[src/rtl/zigbee_tx_pkg.sv]
// Shared types and constants for the Zigbee 2.4 GHz O-QPSK transmit path.
// Holds the symbol-to-chip PN table (bit 0 = first chip on air), the
// sequencer state encoding and the byte payload carried into the sequencer.
package zigbee_tx_pkg;

    localparam int unsigned CHIP_WIDTH = 32;
    localparam int unsigned SYM_WIDTH  = 4;
    localparam int unsigned BYTE_WIDTH = 8;
    localparam int unsigned CNT_WIDTH  = $clog2(CHIP_WIDTH);

    typedef logic [CHIP_WIDTH-1:0] chip_seq_t;
    typedef logic [SYM_WIDTH-1:0]  sym_t;
    typedef logic [CNT_WIDTH-1:0]  chip_cnt_t;

    // One PPDU byte plus its end-of-frame qualifier.
    typedef struct packed {
        logic                  last;
        logic [BYTE_WIDTH-1:0] data;
    } byte_beat_t;

    typedef enum logic [2:0] {
        IDLE,
        ALIGN,
        SYM_LO,
        SYM_HI,
        DONE
    } seq_state_t;

    // 802.15.4 2.4 GHz PN sequences, indexed by symbol; bit n is chip c_n.
    localparam chip_seq_t CHIP_TABLE [16] = '{
        32'h744AC39B, 32'h44AC39B7, 32'h4AC39B74, 32'hAC39B744,
        32'hC39B744A, 32'h39B744AC, 32'h9B744AC3, 32'hB744AC39,
        32'hDEE06931, 32'hEE06931D, 32'hE06931DE, 32'h06931DEE,
        32'h6931DEE0, 32'h931DEE06, 32'h31DEE069, 32'h1DEE0693
    };

endpackage

[src/rtl/tx_byte_buffer.sv]
// One-entry byte buffer in front of the chip sequencer.
// Ports:
//   clk, rst_n   clock, asynchronous active-low reset
//   wdata/wvalid incoming byte beat and its valid
//   pop          sequencer has taken the held byte
//   frame_hold   next-cycle flag: a frame-final byte is still being sent
//   ready        registered: buffer can accept wdata this cycle
//   full, rdata  buffer occupancy and held beat
module tx_byte_buffer
    import zigbee_tx_pkg::*;
(
    input  logic       clk,
    input  logic       rst_n,
    input  byte_beat_t wdata,
    input  logic       wvalid,
    input  logic       pop,
    input  logic       frame_hold,
    output logic       ready,
    output logic       full,
    output byte_beat_t rdata
);

    logic push;
    logic full_nxt;

    assign push = wvalid && ready;

    // Occupancy; push and pop are exclusive since ready implies empty.
    always_comb begin
        full_nxt = full;
        if (push) begin
            full_nxt = 1'b1;
        end else if (pop) begin
            full_nxt = 1'b0;
        end
    end

    always_ff @(posedge clk or negedge rst_n) begin
        if (!rst_n) begin
            full  <= 1'b0;
            ready <= 1'b0;
            rdata <= '0;
        end else begin
            full  <= full_nxt;
            ready <= !full_nxt && !frame_hold;
            if (push) begin
                rdata <= wdata;
            end
        end
    end

endmodule

[src/rtl/tx_chip_sequencer.sv]
// Zigbee TX front controller: splits PPDU bytes into two symbols (low nibble
// first) and streams each symbol's 32 PN chips, one per clock, gap-free for
// the whole frame. A free-running phase flop mirrors the I/Q generator so
// chip 0 of every frame lands on an I slot (phase = 1).
// Ports:
//   i_clk, i_rst_n                  clock, asynchronous active-low reset
//   i_byte, i_byte_valid, i_byte_last  byte handshake input
//   o_byte_ready                    sequencer accepts i_byte this cycle
//   o_chip, o_chip_valid            serial chip stream
//   o_frame_active                  first chip .. last chip of a frame
//   o_frame_done, o_underrun        one-cycle end-of-frame / abort pulses
module tx_chip_sequencer
    import zigbee_tx_pkg::*;
(
    input  logic                  i_clk,
    input  logic                  i_rst_n,
    input  logic [BYTE_WIDTH-1:0] i_byte,
    input  logic                  i_byte_valid,
    input  logic                  i_byte_last,
    output logic                  o_byte_ready,
    output logic                  o_chip,
    output logic                  o_chip_valid,
    output logic                  o_frame_active,
    output logic                  o_frame_done,
    output logic                  o_underrun
);

    localparam chip_cnt_t CNT_MAX = CNT_WIDTH'(CHIP_WIDTH - 1);

    seq_state_t state, state_nxt;
    chip_cnt_t  cnt, cnt_nxt;
    logic       phase;
    sym_t       cur_hi;
    sym_t       sym_nxt;
    logic       last_held, last_held_nxt;
    logic       pop;
    logic       buf_full;
    byte_beat_t buf_beat;
    byte_beat_t in_beat;
    logic       chip_valid_nxt;
    logic       chip_nxt;
    logic       done_nxt;
    logic       underrun_nxt;

    assign in_beat = {i_byte_last, i_byte};

    tx_byte_buffer u_byte_buffer (
        .clk        (i_clk),
        .rst_n      (i_rst_n),
        .wdata      (in_beat),
        .wvalid     (i_byte_valid),
        .pop        (pop),
        .frame_hold (last_held_nxt),
        .ready      (o_byte_ready),
        .full       (buf_full),
        .rdata      (buf_beat)
    );

    // Next state, buffer pop, and the values the output flops take next.
    always_comb begin
        state_nxt     = state;
        pop           = 1'b0;
        last_held_nxt = last_held;
        done_nxt      = 1'b0;
        underrun_nxt  = 1'b0;

        case (state)
            IDLE: begin
                if (buf_full) begin
                    state_nxt = ALIGN;
                end
            end
            ALIGN: begin
                // Phase toggles every cycle, so phase = 0 now means I slot next.
                if (!phase) begin
                    state_nxt = SYM_LO;
                end
            end
            SYM_LO: begin
                if (cnt == CNT_MAX) begin
                    state_nxt     = SYM_HI;
                    pop           = 1'b1;
                    last_held_nxt = buf_beat.last;
                end
            end
            SYM_HI: begin
                if (cnt == CNT_MAX) begin
                    if (last_held) begin
                        state_nxt = DONE;
                        done_nxt  = 1'b1;
                    end else if (buf_full) begin
                        state_nxt = SYM_LO;
                    end else begin
                        state_nxt    = IDLE;
                        underrun_nxt = 1'b1;
                    end
                end
            end
            DONE: begin
                state_nxt     = IDLE;
                last_held_nxt = 1'b0;
            end
            default: begin
                state_nxt = IDLE;
            end
        endcase

        chip_valid_nxt = (state_nxt == SYM_LO) || (state_nxt == SYM_HI);

        cnt_nxt = '0;
        if (chip_valid_nxt && ((state == SYM_LO) || (state == SYM_HI))) begin
            cnt_nxt = cnt + CNT_WIDTH'(1);
        end

        // Low nibble is read straight from the buffer; the high nibble is
        // latched at pop, except on the pop cycle itself.
        sym_nxt = buf_beat.data[SYM_WIDTH-1:0];
        if (state_nxt == SYM_HI) begin
            sym_nxt = (state == SYM_LO) ? buf_beat.data[BYTE_WIDTH-1:SYM_WIDTH] : cur_hi;
        end

        chip_nxt = chip_valid_nxt && CHIP_TABLE[sym_nxt][cnt_nxt];
    end

    // State, counter, phase and registered outputs.
    always_ff @(posedge i_clk or negedge i_rst_n) begin
        if (!i_rst_n) begin
            state          <= IDLE;
            cnt            <= '0;
            phase          <= 1'b0;
            cur_hi         <= '0;
            last_held      <= 1'b0;
            o_chip         <= 1'b0;
            o_chip_valid   <= 1'b0;
            o_frame_active <= 1'b0;
            o_frame_done   <= 1'b0;
            o_underrun     <= 1'b0;
        end else begin
            state          <= state_nxt;
            cnt            <= cnt_nxt;
            phase          <= !phase;
            last_held      <= last_held_nxt;
            o_chip         <= chip_nxt;
            o_chip_valid   <= chip_valid_nxt;
            o_frame_active <= chip_valid_nxt;
            o_frame_done   <= done_nxt;
            o_underrun     <= underrun_nxt;
            if (pop) begin
                cur_hi <= buf_beat.data[BYTE_WIDTH-1:SYM_WIDTH];
            end
        end
    end

endmodule

[config.mk]
export PLATFORM = sky130hd
export DESIGN_NAME = tx_chip_sequencer
export DESIGN_NICKNAME = d
export VERILOG_FILES = /design/src/rtl/zigbee_tx_pkg.sv /design/src/rtl/tx_byte_buffer.sv /design/src/rtl/tx_chip_sequencer.sv
export SDC_FILE = /design/constraint.sdc
export NUM_CORES = 1
export LEC_CHECK = 0
export ABC_AREA = 1
export BUFFER_PORTS_ARGS = -buffer_cell sky130_fd_sc_hd__buf_2
export CORE_MARGIN = 4
export CORE_UTILIZATION = 40
export DETAILED_ROUTE_END_ITERATION = 6
export PLACE_DENSITY = 0.67
export SYNTH_ARGS = -nofsm -noshare
export SYNTH_HDL_FRONTEND = slang
export SYNTH_HIERARCHICAL = 1
export SYNTH_SLANG_ARGS = --single-unit
[constraint.sdc]
create_clock -name i_clk -period 5.1 [get_ports i_clk]
set_input_delay 0.255 -clock i_clk [delete_from_list [all_inputs] [get_ports i_clk]]
set_output_delay 0.255 -clock i_clk [all_outputs]
set_load 0.05 [all_outputs]
Word-level counts from Yosys, hierarchy flattened
Memories as Yosys holds them, arrays and structs flattened.
Index checks and enable logic that the tools add are counted.
W data, S select, Z words.
{"block": "totals", "regBits": 29, "latch_bits": 0, "mem_bits_rw": 0, "mem_bits_ro": 512, "in_bits": 12, "out_inout_bits": 6, "word_cells": 62, "n_memories": 1}
{"memory": "(no name shown)", "words": 16, "word_bits": 32, "read_ports": 1, "rd_clocked_by_memory_dff": 0, "wr": 0, "line_no": "tx_chip_sequencer.sv:122", "source": "chip_nxt = chip_valid_nxt && CHIP_TABLE[sym_nxt][cnt_nxt];"}
{"block": "op_classes", "add_sub_neg": 1, "n_mul": 0, "n_div": 0, "order_cmp": 2, "n_eq_ne": 7, "shifts": 0, "muxes": 27, "bitwise_logic": 1, "reduce_logical": 10}
{"op": "$mux W32", "n": 2}
{"op": "$mux W3", "n": 5}
{"op": "$mux W1", "n": 13}
{"op": "$eq A3 B2 Y1 const B", "n": 4}
{"op": "$pmux W3 S4", "n": 1}
{"op": "$mux W4", "n": 2}
{"op": "$lt A5 B6 Y1 const B", "n": 1}
{"op": "$add A5 B1 Y5 const B", "n": 1}
{"op": "$bmux W1 S5", "n": 1}
{"op": "$eq A5 B5 Y1 const B", "n": 1}
{"op": "$ge A5 B5 Y1 const B", "n": 1}
{"op": "$mux W5", "n": 1}
{"op": "$not A4 Y5", "n": 1}
{"op": "$logic_and A1 B1 Y1", "n": 4}
{"op": "$eq A3 B1 Y1 const B", "n": 1}
{"op": "$eq A3 B3 Y1 const B", "n": 1}
{"op": "$logic_not A1 Y1", "n": 3}
{"op": "$logic_not A3 Y1", "n": 1}
{"op": "$logic_or A1 B1 Y1", "n": 2}
{"op": "$mux W2", "n": 1}
{"op": "$pmux W1 S2", "n": 1}

Logic depth before layout (Yosys ltp)
{"block": "depth", "depth_word": 13, "ltp_mapped": 24}

Modules after synthesis
Netlist, hierarchy kept.
{"module": "tx_chip_sequencer", "instances": 1, "cells_per_inst": 306, "area_per_inst_um2": 1924.3, "seq_area_each_um2": 450.4}
{"module": "tx_byte_buffer", "instances": 1, "cells_per_inst": 45, "area_per_inst_um2": 455.4, "seq_area_each_um2": 275.3}

Worst setup path before layout
No wires, ideal clock.
{"block": "synth_timing", "path_type": "register to register", "start": "register cnt[0]", "end": "register o_chip", "setup_ns": 0.117, "arrival_ns": 2.626, "t_required_ns": 4.983, "setup_slack_ns": 2.358, "path_stages_with_launch": 25, "path_buffers": 0, "path_cell_list": "dfrtp_1 ha_1 nand2_1 nor2_1 ha_1 inv_1 nand2_1 nand3_2 nand3_4 nand2_4 nand2_1 nand2_1 ha_1 inv_1 nand2_2 nand3_1 nand3_1 nand2_1 nand3_1 nand2_1 inv_1 nand2_1 nand2_1 nor2_1 nor2_1"}
{"block": "synth_between", "elab_chain_cells": 12, "elab_cells_between_ends": 18, "cone_classes": "add/sub: 1; eq/ne: 3; mux: 9; bitwise: 1; reduce/logical: 3; memory: 1"}
{"element": "start, declared", "line_no": "tx_chip_sequencer.sv:31", "source": "chip_cnt_t cnt, cnt_nxt;"}
{"element": "start signal, assigned", "line_no": "tx_chip_sequencer.sv:140", "source": "cnt <= cnt_nxt;"}
{"element": "$eq A5 B5 Y1 (*)", "line_no": "tx_chip_sequencer.sv:80, tx_chip_sequencer.sv:87"}
{"element": "$mux W3, on equally long branches", "line_no": "tx_chip_sequencer.sv:87, tx_chip_sequencer.sv:80"}
{"element": "$pmux W3 S4 (*)", "line_no": "tx_chip_sequencer.sv:67", "source": "case (state)"}
{"element": "named net state_nxt[1]", "line_no": "tx_chip_sequencer.sv:30", "source": "seq_state_t state, state_nxt;"}
{"element": "$eq A3 B2 Y1", "line_no": "tx_chip_sequencer.sv:108, tx_chip_sequencer.sv:118"}
{"element": "$mux W4", "line_no": "tx_chip_sequencer.sv:118", "source": "if (state_nxt == SYM_HI) begin"}
{"element": "$not A4 Y5 (not written as such)", "line_no": "tx_chip_sequencer.sv:122"}
{"element": "$mem_v2 Z16 W32"}
{"element": "$mux W32 (not written as such) (2 in series)", "line_no": "tx_chip_sequencer.sv:122"}
{"element": "$bmux W1 S5", "line_no": "tx_chip_sequencer.sv:122"}
{"element": "$mux W1 (not written as such)", "line_no": "tx_chip_sequencer.sv:122"}
{"element": "$logic_and A1 B1 Y1 (*)", "line_no": "tx_chip_sequencer.sv:122"}
{"element": "named net chip_nxt", "line_no": "tx_chip_sequencer.sv:41", "source": "logic chip_nxt;"}
{"element": "end signal, assigned", "line_no": "tx_chip_sequencer.sv:143", "source": "o_chip <= chip_nxt;"}
{"element": "end, declared", "line_no": "tx_chip_sequencer.sv:21", "source": "output logic o_chip,"}
Mark *: on every way through the listed nets, which the timed path passes. The rest lies on a longest branch. The select of a mux whose other input is x is not followed.
A chain may end at the register's enable or synchronous reset.

Worst setup path after layout
Same ends and word-level chain as after synthesis.

==> flow_summary_export.csv <==
group,metric,value,unit
final_layout,final_area,2580,um^2
setup_path,cp-startpoint,"cnt[0]$_DFF_PN0_",
cts,post_cts_resized,0,
placed_design,dp.final_hpwl,3.91,mm
floorplan,floorplan.initialDensity,0.422,
setup_path,timing.critical_path.slowest_cell_delay,0.42,ns
route,postRouteWirelength,5.37,mm
route,avgViaCountPerCell,5.14,
setup_path,critical_path_class,"flip-flop to flip-flop",
route,dr_total_vias,2252,
timing,final.hold.worst_slack,-0.0104,ns
placed_design,place_ws,2.06,ns
logic_synthesis,synth_area_leader_cell,"sky130_fd_sc_hd__dfrtp_1",
route,drc,0,
hold_path,worst_hold_path_type,"input pin to async pin",
outcome,violated_checks,"negative hold slack",
setup_path,worst-endpoint-required,5.28,ns
global_route,gr-max-usage-layer,"met2",
placed_design,routability_congestion_estimate_from_global_placement,0.917,
timing,tightest_slew,0.639,ns
timing,period_needed,3.08,ns
timing,setup_viol,0,
logic_synthesis,postSynthCellCount,351,
global_route,grt_max_degree,30,
job,drv.max_cap_violation_count,0,
floorplan,pin_count,18,
global_route,wire_length_of_the_first_global_routing_pass,9.06,mm
logic_synthesis,post_synth_instance_area,2380,um^2
route,wl_per_cell,12.3,um
logic_synthesis,synthTopCellsByArea,"sky130_fd_sc_hd__dfrtp_1 (30%), sky130_fd_sc_hd__nand2_1 (17%), sky130_fd_sc_hd__nand3_1 (15%)",
power,power.static_leakage,1.41,nW
power,power.net_switching,0.131,mW
logic_synthesis,yosysUniqueCellTypes,30,
power,p_per_area,215,nW/um^2
final_layout,antennaDiodeCount,0,
cts,clock_tree.buffer_depth,2,
timing,worst_slew_slack_as_a_fraction_of_its_limit,0.574,
cts,tritoncts.num_buffers,5,
cts,clock-root-buffer,"sky130_fd_sc_hd__clkbuf_8",
final_layout,num-nets-final,388,
setup_path,critPathMostFrequentCell,"sky130_fd_sc_hd__nand2_1",
final_layout,drive_gt1_frac,0.158,
cts,clkTransAtPathRegs,0.07,ns
timing,finalHoldViolCount,19,
setup_path,timing.critical_path.slowest_stage_cell,"sky130_fd_sc_hd__ha_1",
logic_synthesis,syn-num-nets,374,
cts,htree_levels,2,
power,switching_share_of_power,0.236,
outcome,outcome,"complete, but fails checks",
route,final_antenna_net_count,0,
final_layout,final_core_util,0.457,
logic_synthesis,synth_sequential_area_ratio,0.305,
logic_synthesis,ys_ff_latch,29,
global_route,groute.layer.met1.usage,0.198,
global_route,all_layer_global_routing_usage,0.150,
setup_path,worst_r2r_startpoint,"cnt[0]$_DFF_PN0_",
timing,final-max-slew-violation-count,0,
logic_synthesis,synthesis_warning_total,6,
cts,cts_hold_repair.buffers,0,
cts,tritoncts,"done",
timing,grt_setup_unrepaired,"false",
global_route,number_of_antenna_violations_at_the_first_check_in_global_routing,0,
setup_path,crit_chain,"ha_1, nand2_1, nor2_1, ha_1, inv_1, nand2_1, nand3_2, nand3_4, nand3_1, nand2_1, ha_1, inv_1, nand2_1, nand3_1, nand2_1, nand2_1, nand2_1, nand3_1, nand3_1, nand3_1, nand2_1, nor2_1",
power,p_int,0.423,mW
timing,period_share,0.604,
floorplan,floorplan.die.height,85.1,um
global_route,grtUsageMet3,0.0340,
timing,finalSetupTns,0,ns
timing,postLayoutSetupSlackWorst,2.02,ns
global_route,grt_pass1_vias,2030,
floorplan,floorplan.rows,27,
placed_design,portBuffers,17,
power,power.sequential.fraction,0.478,
placed_design,placedInstanceArea,2460,um^2
global_route,groute.layer.met2.usage,0.249,
setup_path,setup.worst_path.end_class,"flip-flop",
floorplan,chipWidth,85.1,um
route,drt-initial-drc-count,234,
timing,skew,0.00724,ns
power,power.combinational.fraction,0.074,
setup_path,startpoint_type,"flip-flop",
floorplan,core-area,5640,um^2
power,power.clock.fraction,0.448,
logic_synthesis,postSynthAreaPerCell,6.78,um^2
logic_synthesis,synth_top_area_share,0.305,
power,worst_ir_drop_vdd,0.138,mV
final_layout,layout.cells.most_common_list,"sky130_fd_sc_hd__nand2_1 (109), sky130_fd_sc_hd__nand3_1 (71), sky130_fd_sc_hd__inv_1 (32)",
cts,clock_latency,0.28,ns
cts,postCtsSetupBuffers,0,
global_route,grt_remaining_overflow,0,
route,detail_route.first_pass.iterations,5,
final_layout,layout.cells.most_common,"sky130_fd_sc_hd__nand2_1",
floorplan,dieArea,7250,um^2
final_layout,syn2layout_area_growth,8.25,%
setup_path,crit_path_max_fanout,10,
cts,cts_sinks,29,
setup_path,cp.arrival,3.26,ns
timing,achievable-frequency,324,MHz
[power by group through the flow]
stage	Clock, mW	Combinational [mW]	Sequential (mW)
after detailed placement	0	0.0424	0.269
after CTS	0.254	0.0425	0.265
final	0.248	0.0412	0.265
after floorplan	0	0.0302	0.267
after global routing	0.265	0.0507	0.268
after global placement	0	0.0413	0.269
[flip-flops by register name, summed over array words and instances (netlist names)]
name,count
phase,1
u_byte_buffer/ready,1
o_chip,1
cur_hi,4
cnt,5
o_underrun,1
o_frame_done,1
last_held,1
o_frame_active,1
u_byte_buffer/rdata,9
state,3
u_byte_buffer/full,1
[layout make-up]
cell class              instances  area [um^2]
clock inverters                 1         30.0
fillers                       569         3070
repair buffers                 17         85.1
flip-flops and latches         29          726
inverters                      42          158
multi-input cells             270         1400
clock buffers                   7         86.3
well taps                      72         90.1
[logic make-up (layout without fill, tap and decap cells)]
logic type,count (synthesis),in the layout,synth area share
XOR/XNOR,1,1,0.00368
AND/OR/NAND/NOR,238,238,0.482
flip-flops,29,29,0.305
AO/OA/AOI/OAI,20,20,0.0452
buffers and inverters,52,67,0.106
adder cells (fa/ha/maj),11,11,0.0578
[per-stage QoR]
step	hold WS, ns	power [mW]	cells
4_1_cts	0.0169	0.562	438
5_1_grt	0.0510	0.584	438
2_1_floorplan	-0.0406	0.297	351
3_5_place_dp	0.324	0.312	430
6_report	-0.0104	0.554	438
3_3_place_gp	0.313	0.311	430
[worst max-delay path: cells and delay by family (launching register included)]
kind                     cells  cell delay, ns
adder cells (fa/ha/maj)      3            0.82
buffers and inverters        2            0.19
flip-flops                   1            0.39
AND/OR/NAND/NOR             17            1.57
[metal layers]
layer  vias up  wire, um  share of wire
met4         0        41         0.0076
met1      1016      2430           0.45
met3         5       395          0.074
li1       1151         -              -
met2        80      2510           0.47
met5         -         0              0
[final timing paths]
kind,to,cells past startpoint,slack [ns]
worst max-delay path,o_chip$_DFF_PN0_,22,2.02
worst min-delay path,u_byte_buffer/rdata[7]$_DFFE_PN0P_,1,-0.01
worst max register to register,o_chip$_DFF_PN0_,22,2.02
worst min register to register,phase$_DFF_PN0_,1,0.44
max in group asynchronous,o_underrun$_DFF_PN0_,1,4.69
min in group i_clk,u_byte_buffer/rdata[0]$_DFFE_PN0P_,3,0.20
[Yosys cell counts]
master	count
sky130_fd_sc_hd__clkinv_1	3
sky130_fd_sc_hd__a31oi_1	1
sky130_fd_sc_hd__o21ai_0	9
sky130_fd_sc_hd__dfrtp_1	29
sky130_fd_sc_hd__inv_2	7
sky130_fd_sc_hd__nand2_8	1
sky130_fd_sc_hd__nand2_1	109
sky130_fd_sc_hd__nor2_4	1
sky130_fd_sc_hd__o211ai_1	1
sky130_fd_sc_hd__nand3_4	1
sky130_fd_sc_hd__nand3b_1	2
sky130_fd_sc_hd__nand2_2	11
sky130_fd_sc_hd__buf_4	3
sky130_fd_sc_hd__nand3_1	71
sky130_fd_sc_hd__nor2_2	2
sky130_fd_sc_hd__nor2_1	24
sky130_fd_sc_hd__ha_1	11
sky130_fd_sc_hd__nor3_1	2
sky130_fd_sc_hd__a221oi_1	1
sky130_fd_sc_hd__xor2_1	1
sky130_fd_sc_hd__inv_1	32
sky130_fd_sc_hd__buf_2	1
sky130_fd_sc_hd__nand4_1	2
sky130_fd_sc_hd__buf_6	6
sky130_fd_sc_hd__o21ai_1	2
sky130_fd_sc_hd__nor4_1	1
sky130_fd_sc_hd__nor3_2	1
sky130_fd_sc_hd__nand3_2	3
sky130_fd_sc_hd__nand2_4	7
sky130_fd_sc_hd__a21oi_1	6
Power figures use the tool's default switching activity.
